`config.mk`:
```
export PLATFORM = sky130hd
export DESIGN_NAME = multicycle_ctrl
export DESIGN_NICKNAME = d
export VERILOG_FILES = /design/src/rtl/multicycle_ctrl.sv
export SDC_FILE = /design/constraint.sdc
export NUM_CORES = 1
export LEC_CHECK = 0
export CORE_MARGIN = 10
export CORE_UTILIZATION = 43
export CTS_BUF_LIST = sky130_fd_sc_hd__clkbuf_8
export DETAILED_ROUTE_END_ITERATION = 8
export PLACE_DENSITY_LB_ADDON = 0.08
export SYNTH_ARGS = -nofsm -noshare
export SYNTH_HDL_FRONTEND = slang
export SYNTH_SLANG_ARGS = --single-unit
```
`constraint.sdc`:
```
create_clock -name clk -period 2.4 [get_ports clk]
set_input_delay 0.48 -clock clk [delete_from_list [all_inputs] [get_ports clk]]
set_output_delay 0.48 -clock clk [all_outputs]
set_load 0.1 [all_outputs]
```
`src/rtl/multicycle_ctrl.sv`:
```
// -----------------------------------------------------------------------------
// multicycle_ctrl
//   Main control FSM of the multi-cycle MIPS core. Walks each instruction
//   through IF/ID/EXE/MEM/WB and drives every datapath enable and mux select.
//   op/fun are held stable by the instruction register for the whole
//   instruction; zero is the ALU zero flag, meaningful in EXE.
//
// Parameters
//   HALT_OP         opcode that stops the core
//   ILLEGAL_AS_NOP  1: unknown op/fun retires as a NOP, 0: it enters HALT
//
// Ports
//   clk, rst_n      clock (rising edge), asynchronous active-low reset
//   op, fun, zero   decoder opcode / function field, ALU zero flag
//   state           IF=000 ID=001 EXE=010 MEM=011 WB=100 HALT=111
//   pc_we, pc_src   PC write; 00 PC+4, 01 branch target, 10 jump target
//   ir_we           instruction register write
//   reg_we          register file write
//   reg_dst         00 rt, 01 rd, 10 $31
//   wb_src          00 ALU result, 01 memory data, 10 PC
//   mem_we          data memory write
//   alu_src_a       0 rs, 1 shift amount
//   alu_src_b       0 rt, 1 extended imm16
//   ext_sel         0 zero-extend, 1 sign-extend
//   alu_op          000 ADD 001 SUB 010 AND 011 OR 100 SLT 101 SLL
//   illegal         one-cycle pulse in ID for an unknown op/fun
//   halted          high while in HALT
// -----------------------------------------------------------------------------
module multicycle_ctrl #(
    parameter logic [5:0] HALT_OP        = 6'b111111,
    parameter bit         ILLEGAL_AS_NOP = 1'b1
) (
    input  logic       clk,
    input  logic       rst_n,
    input  logic [5:0] op,
    input  logic [5:0] fun,
    input  logic       zero,
    output logic [2:0] state,
    output logic       pc_we,
    output logic [1:0] pc_src,
    output logic       ir_we,
    output logic       reg_we,
    output logic [1:0] reg_dst,
    output logic [1:0] wb_src,
    output logic       mem_we,
    output logic       alu_src_a,
    output logic       alu_src_b,
    output logic       ext_sel,
    output logic [2:0] alu_op,
    output logic       illegal,
    output logic       halted
);

    localparam logic [2:0] S_IF   = 3'b000;
    localparam logic [2:0] S_ID   = 3'b001;
    localparam logic [2:0] S_EXE  = 3'b010;
    localparam logic [2:0] S_MEM  = 3'b011;
    localparam logic [2:0] S_WB   = 3'b100;
    localparam logic [2:0] S_HALT = 3'b111;

    localparam logic [2:0] ALU_ADD = 3'b000;
    localparam logic [2:0] ALU_SUB = 3'b001;
    localparam logic [2:0] ALU_AND = 3'b010;
    localparam logic [2:0] ALU_OR  = 3'b011;
    localparam logic [2:0] ALU_SLT = 3'b100;
    localparam logic [2:0] ALU_SLL = 3'b101;

    localparam logic [5:0] OP_RTYPE = 6'b000000;
    localparam logic [5:0] OP_ADDI  = 6'b001000;
    localparam logic [5:0] OP_ORI   = 6'b001101;
    localparam logic [5:0] OP_LW    = 6'b100011;
    localparam logic [5:0] OP_SW    = 6'b101011;
    localparam logic [5:0] OP_BEQ   = 6'b000100;
    localparam logic [5:0] OP_BNE   = 6'b000101;
    localparam logic [5:0] OP_J     = 6'b000010;
    localparam logic [5:0] OP_JAL   = 6'b000011;

    localparam logic [5:0] FN_ADD = 6'b100000;
    localparam logic [5:0] FN_SUB = 6'b100010;
    localparam logic [5:0] FN_AND = 6'b100100;
    localparam logic [5:0] FN_OR  = 6'b100101;
    localparam logic [5:0] FN_SLT = 6'b101010;
    localparam logic [5:0] FN_SLL = 6'b000000;

    typedef enum logic [3:0] {
        K_RTYPE, K_ADDI, K_ORI, K_LW, K_SW, K_BEQ, K_BNE,
        K_J, K_JAL, K_HALT, K_ILLEGAL
    } kind_e;

    logic [2:0] state_r;
    logic [2:0] next_state_s;
    kind_e      kind_s;
    logic [2:0] rtype_alu_s;
    logic       rtype_sll_s;

    // ALU control for the current instruction, shared by EXE/MEM/WB
    logic [2:0] ex_alu_op_s;
    logic       ex_src_a_s;
    logic       ex_src_b_s;
    logic       ex_ext_s;

    logic       pc_we_s;
    logic [1:0] pc_src_s;
    logic       ir_we_s;
    logic       reg_we_s;
    logic [1:0] reg_dst_s;
    logic [1:0] wb_src_s;
    logic       mem_we_s;
    logic       alu_src_a_s;
    logic       alu_src_b_s;
    logic       ext_sel_s;
    logic [2:0] alu_op_s;
    logic       illegal_s;
    logic       halted_s;

    // Instruction classification from the IR fields; HALT_OP wins over any other match
    always_comb begin
        kind_s      = K_ILLEGAL;
        rtype_alu_s = ALU_ADD;
        rtype_sll_s = 1'b0;
        if (op == HALT_OP) begin
            kind_s = K_HALT;
        end else begin
            case (op)
                OP_RTYPE: begin
                    kind_s = K_RTYPE;
                    case (fun)
                        FN_ADD:  rtype_alu_s = ALU_ADD;
                        FN_SUB:  rtype_alu_s = ALU_SUB;
                        FN_AND:  rtype_alu_s = ALU_AND;
                        FN_OR:   rtype_alu_s = ALU_OR;
                        FN_SLT:  rtype_alu_s = ALU_SLT;
                        FN_SLL: begin
                            rtype_alu_s = ALU_SLL;
                            rtype_sll_s = 1'b1;
                        end
                        default: kind_s = K_ILLEGAL;
                    endcase
                end
                OP_ADDI: kind_s = K_ADDI;
                OP_ORI:  kind_s = K_ORI;
                OP_LW:   kind_s = K_LW;
                OP_SW:   kind_s = K_SW;
                OP_BEQ:  kind_s = K_BEQ;
                OP_BNE:  kind_s = K_BNE;
                OP_J:    kind_s = K_J;
                OP_JAL:  kind_s = K_JAL;
                default: kind_s = K_ILLEGAL;
            endcase
        end
    end

    // ALU operation and operand selects; held unchanged from EXE through WB
    // so the ALU result stays valid until it is written back
    always_comb begin
        ex_alu_op_s = ALU_ADD;
        ex_src_a_s  = 1'b0;
        ex_src_b_s  = 1'b0;
        ex_ext_s    = 1'b0;
        case (kind_s)
            K_RTYPE: begin
                ex_alu_op_s = rtype_alu_s;
                ex_src_a_s  = rtype_sll_s;
            end
            K_ADDI, K_LW, K_SW: begin
                ex_alu_op_s = ALU_ADD;
                ex_src_b_s  = 1'b1;
                ex_ext_s    = 1'b1;
            end
            K_ORI: begin
                ex_alu_op_s = ALU_OR;
                ex_src_b_s  = 1'b1;
            end
            K_BEQ, K_BNE: begin
                ex_alu_op_s = ALU_SUB;
            end
            default: begin
                ex_alu_op_s = ALU_ADD;
            end
        endcase
    end

    // State register
    always_ff @(posedge clk or negedge rst_n) begin
        if (!rst_n) begin
            state_r <= S_IF;
        end else begin
            state_r <= next_state_s;
        end
    end

    // Next-state sequencing; unused encodings recover to IF
    always_comb begin
        next_state_s = S_IF;
        case (state_r)
            S_IF: next_state_s = S_ID;
            S_ID: begin
                case (kind_s)
                    K_J, K_JAL: next_state_s = S_IF;
                    K_HALT:     next_state_s = S_HALT;
                    K_ILLEGAL:  next_state_s = ILLEGAL_AS_NOP ? S_IF : S_HALT;
                    default:    next_state_s = S_EXE;
                endcase
            end
            S_EXE: begin
                case (kind_s)
                    K_LW, K_SW:             next_state_s = S_MEM;
                    K_RTYPE, K_ADDI, K_ORI: next_state_s = S_WB;
                    default:                next_state_s = S_IF;
                endcase
            end
            S_MEM: begin
                if (kind_s == K_LW) begin
                    next_state_s = S_WB;
                end else begin
                    next_state_s = S_IF;
                end
            end
            S_WB:    next_state_s = S_IF;
            S_HALT:  next_state_s = S_HALT;
            default: next_state_s = S_IF;
        endcase
    end

    // Datapath controls; rst_n gates them so no write fires while reset is low
    always_comb begin
        pc_we_s     = 1'b0;
        pc_src_s    = 2'b00;
        ir_we_s     = 1'b0;
        reg_we_s    = 1'b0;
        reg_dst_s   = 2'b00;
        wb_src_s    = 2'b00;
        mem_we_s    = 1'b0;
        alu_src_a_s = 1'b0;
        alu_src_b_s = 1'b0;
        ext_sel_s   = 1'b0;
        alu_op_s    = ALU_ADD;
        illegal_s   = 1'b0;
        halted_s    = 1'b0;
        if (!rst_n) begin
            pc_we_s = 1'b0;
        end else begin
            case (state_r)
                S_IF: begin
                    ir_we_s = 1'b1;
                    pc_we_s = 1'b1;
                end
                S_ID: begin
                    case (kind_s)
                        K_J: begin
                            pc_we_s  = 1'b1;
                            pc_src_s = 2'b10;
                        end
                        K_JAL: begin
                            pc_we_s   = 1'b1;
                            pc_src_s  = 2'b10;
                            reg_we_s  = 1'b1;
                            reg_dst_s = 2'b10;
                            wb_src_s  = 2'b10;
                        end
                        K_ILLEGAL: illegal_s = 1'b1;
                        default:   illegal_s = 1'b0;
                    endcase
                end
                S_EXE: begin
                    alu_op_s    = ex_alu_op_s;
                    alu_src_a_s = ex_src_a_s;
                    alu_src_b_s = ex_src_b_s;
                    ext_sel_s   = ex_ext_s;
                    if (kind_s == K_BEQ) begin
                        pc_src_s = 2'b01;
                        pc_we_s  = zero;
                    end else if (kind_s == K_BNE) begin
                        pc_src_s = 2'b01;
                        pc_we_s  = ~zero;
                    end else begin
                        pc_we_s  = 1'b0;
                    end
                end
                S_MEM: begin
                    alu_op_s    = ex_alu_op_s;
                    alu_src_a_s = ex_src_a_s;
                    alu_src_b_s = ex_src_b_s;
                    ext_sel_s   = ex_ext_s;
                    mem_we_s    = (kind_s == K_SW);
                end
                S_WB: begin
                    alu_op_s    = ex_alu_op_s;
                    alu_src_a_s = ex_src_a_s;
                    alu_src_b_s = ex_src_b_s;
                    ext_sel_s   = ex_ext_s;
                    reg_we_s    = 1'b1;
                    if (kind_s == K_LW) begin
                        wb_src_s = 2'b01;
                    end else if (kind_s == K_RTYPE) begin
                        reg_dst_s = 2'b01;
                    end else begin
                        reg_dst_s = 2'b00;
                    end
                end
                S_HALT:  halted_s = 1'b1;
                default: halted_s = 1'b0;
            endcase
        end
    end

    assign state     = state_r;
    assign pc_we     = pc_we_s;
    assign pc_src    = pc_src_s;
    assign ir_we     = ir_we_s;
    assign reg_we    = reg_we_s;
    assign reg_dst   = reg_dst_s;
    assign wb_src    = wb_src_s;
    assign mem_we    = mem_we_s;
    assign alu_src_a = alu_src_a_s;
    assign alu_src_b = alu_src_b_s;
    assign ext_sel   = ext_sel_s;
    assign alu_op    = alu_op_s;
    assign illegal   = illegal_s;
    assign halted    = halted_s;

endmodule

```
==> metrics.md, run 1 <==
| Metric | Value |
|---|---|
| Ranking of synthesized cells by area | dfrtp_1 9.1%, nand2_1 6.8%, nor2_1 4.6% |
| Fraction of registers with async set or reset after synthesis | 1.000 |
| Synthesized instance count | 118 |
| Row Count | 15 |
| IO Pins | 36 |
| Die Span Y | 63.76 um |
| Yosys warning total | 0 |
| Mapped Area | 823.3 sq um |
| Exit stage | detailed placement |
| Syn avg cell area | 6.977 sq um |
| EDFF count, synth | 0 |
| Sequential cell area fraction in the yosys report | 0.09119 |
| Die width | 63.76 um |
| Synth Register Bits | 3 |
| Synth cell types | between 50 and 60 |
| Routability cong. | 0.9327 |
| Most common flop cell mapped by yosys | dfrtp_1 |
| IO Port Bufs | 35 |
| Error | [ERROR DPL-0038] Utilization greater than 100%, impossible to legalize |
| Status | aborted with a tool error |
| Synth area leader | dfrtp_1 |
| Initial core utilization | 0.4667 |
| Post-synthesis net count | 133 |
| Synth top area share | 0.09119 |
## synth_stat cells, types with 2 or more instances
library cell and n:
a21o_1 3, a21oi_1 5, a31oi_1 2, and3_1 5, buf_2 4, clkbuf_1 3, dfrtp_1 3, inv_1 2
nand2_1 15, nand2b_1 5, nand3_1 4, nand3b_1 4, nor2_1 10, nor2b_1 2, nor3_1 7, nor3b_1 3
nor4_1 2, nor4b_1 2, o21ai_0 2, or2_1 2, or3_1 2, xor2_1 2
## cell families after synthesis
family | count (synthesis) | share of synthesized area
and+or+nand+nor | 72 | 0.5380
AOI/OAI and AO/OA | 28 | 0.2660
buffers and inverters | 11 | 0.06079
xor gates and xnor gates | 3 | 0.03192
DFF | 3 | 0.09118
muxes | 1 | 0.01216
## stage by stage
step / instances / setup TNS [ns] / hold slack (ns) / instance area, sq um
after global placement: 213 / -7.791 / 0.6744 / 1922
after floorplan: 118 / -5.667 / 0.1844 / 1100
==> run 2: changes to the inputs <==
==> config.mk (replaced) <==
export PLATFORM = sky130hd
export DESIGN_NAME = multicycle_ctrl
export DESIGN_NICKNAME = d
export VERILOG_FILES = /design/src/rtl/multicycle_ctrl.sv
export SDC_FILE = /design/constraint.sdc
export NUM_CORES = 1
export LEC_CHECK = 0
export CORE_AREA = 10 10 71 73
export DETAILED_ROUTE_END_ITERATION = 8
export DIE_AREA = 0 0 81 83
export PLACE_DENSITY_LB_ADDON = 0.15
export SYNTH_ARGS = -nofsm -noshare
export SYNTH_HDL_FRONTEND = slang
export SYNTH_SLANG_ARGS = --single-unit
==> run 2 against run 1 <==
The flow now finishes, with violations (setup timing). Area after synthesis unchanged. Synthesized cell count is the same.
==> metrics.md, run 2 <==
| Metric | Value |
|---|---|
| Critical Path Fanout Max | 4 |
| Post-CTS Hold Fix Bufs | 0 |
| Core area | 3633 sq um |
| CP required | 1.92 ns |
| GRT Overall Usage | 0.1091 |
| Dpl ws | -0.8783 ns |
| Status | complete, but fails checks |
| Die Span Y | 83 um (+30%) |
| EDFF count, synth | 0 (unchanged) |
| Area growth from synthesis to layout | 171.0% |
| Diodes inserted | 0 |
| Slew HR | 0.7184 |
| Number of flip-flops in the largest register | 3 |
| Final WL | 3718 um |
| Via density per instance | between 4 and 5 |
| R2R cell count | 4 |
| Commonest cells post-synth | 15 x nand2_1, 10 x nor2_1, 7 x nor3_1 |
| Filler cells | 322 |
| Clock Skew | 0.002082 ns |
| Setup ws final | -0.3996 ns |
| Total gr overflow | 0 |
| Largest net degree at the start of global routing | 12 |
| Via count | 1,208 |
| IO Pins | 36 (unchanged) |
| CP Launch Type | input port |
| Post-synthesis net count | 133 (unchanged) |
| Critical Path AT | 2.32 ns |
| F_max | roughly 360 MHz |
| Die Footprint | between 6000 and 7000 sq um |
| Most common cell after layout, fill and taps aside | buf_4 |
| VDD IR max | around 0.31 mV |
| Worst-path clk slew | 0.03 ns |
| Die width | 81 um (+27%) |
| Clock root cell | clkbuf_8 |
| Design Power | 1.041 mW |
| First-pass GRT wire length | 6106 um |
| Routability cong. | 0.8234 (-12%) |
| Violations in the final reports | setup timing |
| Number of global-route vias before repair | 1,278 |
| Final Critical Period | 2.800 ns |
| Yosys warning total | 0 (unchanged) |
| Max cap viols | 0 |
| Clock Sinks | 3 |
| Period utilization | 1.166 |
| Row Count | 22 (+7) |
| HP Class | in2async |
| Worst slew pin tran | 0.4171 ns |
| Initial antenna violation count | 0 |
| Mapped Area | 823.3 sq um (unchanged) |
| IO Port Bufs | 35 (unchanged) |
| Later-pin clock latency in the skew report | 0.22 ns |
| Final Hold Fails | 0 |
| Most frequent cells in the layout | 47 x buf_4, 20 x buf_12, 12 x nand2_1, 12 x buf_6 |
| Most common flop cell mapped by yosys | dfrtp_1 |
| Syn avg cell area | 6.977 sq um (unchanged) |
| Synth area leader | dfrtp_1 |
| Synth top area share | 0.09119 (unchanged) |
| Synth Register Bits | 3 (unchanged) |
| Crit path from | fun[0] |
| Critical path class | in2out |
| Reg2reg start | state[1] |
| Reg2Reg Setup Slack | 1.07 ns |
| DR pass1 iterations | 4 |
| Ranking of synthesized cells by area | dfrtp_1 9.1%, nand2_1 6.8%, nor2_1 4.6% |
| Final net count | between 200 and 250 |
| Synth cell types | 51 (unchanged) |
| Fraction of registers with async set or reset after synthesis | 1.000 (unchanged) |
| Slew Viols, Final | 0 |
| Sequential cell area fraction in the yosys report | 0.09119 (unchanged) |
| Crit path capture type | output port |
| CTS tree | built |
| First DRT Iteration DRCs | 52 |
| RSZ-0062 raised after global routing | yes |
| # setup viols final | 9 |
| H-Tree Depth | 1 |
| Share of cells above drive strength 1 | 0.6897 |
| Count leader, synth | nand2_1 |
| Synthesized instance count | 118 (unchanged) |
| Worst-case clock buffer depth | 2 |
| Average wire per standard cell | 14.81 um |
| Initial core utilization | 0.2266 (-0.2401) |
| Post-detail-place hpwl | 3077 um |
| Pleak | 0.9355 nW |
| DRC errors left | 0 |
| Pwr dens | around 470 nW/um^2 |
| CTS Buf Count | 3 |
| Final ANT Viol Nets | 0 |
| End of the worst register-to-register path | state[2] |
[run 2: cell counts after synthesis]
Identical to the previous run, type by type.
[run 2: worst max-delay path, cell delays in order]
cell and delay [ns]:
buf_8 0.10, or4bb_4 0.55, nor2_2 0.11, or3_4 0.16
nor3b_4 0.26, nand3b_4 0.12, buf_6 0.15, a211oi_4 0.19
buf_12 0.21
[run 2: how the worst max path moves through the flow]
stage | to
finish | alu_op[2]
global route | alu_op[2]
CTS | alu_op[2]
detailed placement | alu_op[1]
global placement | alu_op[1]
floorplan | alu_op[1]
[run 2: final cells by class]
type | count | area, sq um | area share
repair buffers | 90 | 984.7 | 0.4414
inverters | 2 | 7.507 | 0.003365
multi-input cells | 104 | 1050 | 0.4706
well taps | 48 | 60.06 | 0.02692
flip-flops and latches | 3 | 83.83 | 0.03758
clock buffers | 4 | 45.04 | 0.02019
[run 2: power by group]
part | internal, mW | switching, mW | total, mW
Clock | 0.113 | 0.0341 | 0.147
Sequential | 0.0718 | 0.0120 | 0.0837
Combinational | 0.319 | 0.491 | 0.810
[run 2: cell families (layout without fill, tap and decap cells)]
family                    Yosys count  count (layout)  share of synthesized area
AOI/OAI and AO/OA                  28              28                     0.2660
xor gates and xnor gates            3               3                    0.03192
buffers and inverters              11              96                    0.06079
DFF                                 3               3                    0.09118
muxes                               1               1                    0.01216
and+or+nand+nor                    72              72                     0.5380
[run 2: per-layer routing]
layer / vias to the layer above / track usage / share of wire
li1: 614 / - / -
met1: 562 / 0.1236 / 0.41
met2: 26 / 0.1895 / 0.52
met3: 6 / 0.02263 / 0.046
met4: 0 / 0.04382 / 0.020
met5: - / 0 / 0
[run 2: timing repair]
item | CTS | global route
pin swaps | 18 | 13
buffers inserted | 4 | 2
cloned | 0 | 0
resized for setup | 62 | 24
endpoints found under the setup margin | 18 | 12
[run 2: through the flow]
step / utilization / hold WS [ns] / TNS [ns] / cell area [sq um] / cells
global route: 0.6140 / 0.5993 / -3.255 / 2231 / 251
floorplan: - / 0.1844 / -5.667 / 1100 / 118
finish: 0.6140 / 0.5971 / -2.651 / 2231 / 251
detailed placement: 0.5437 / 0.6878 / -9.165 / 1976 / 241
CTS: 0.5933 / 0.5979 / -3.322 / 2156 / 249
global placement: 0.5437 / 0.6873 / -8.145 / 1976 / 241
Note: power is estimated with default switching activity, not from simulation.
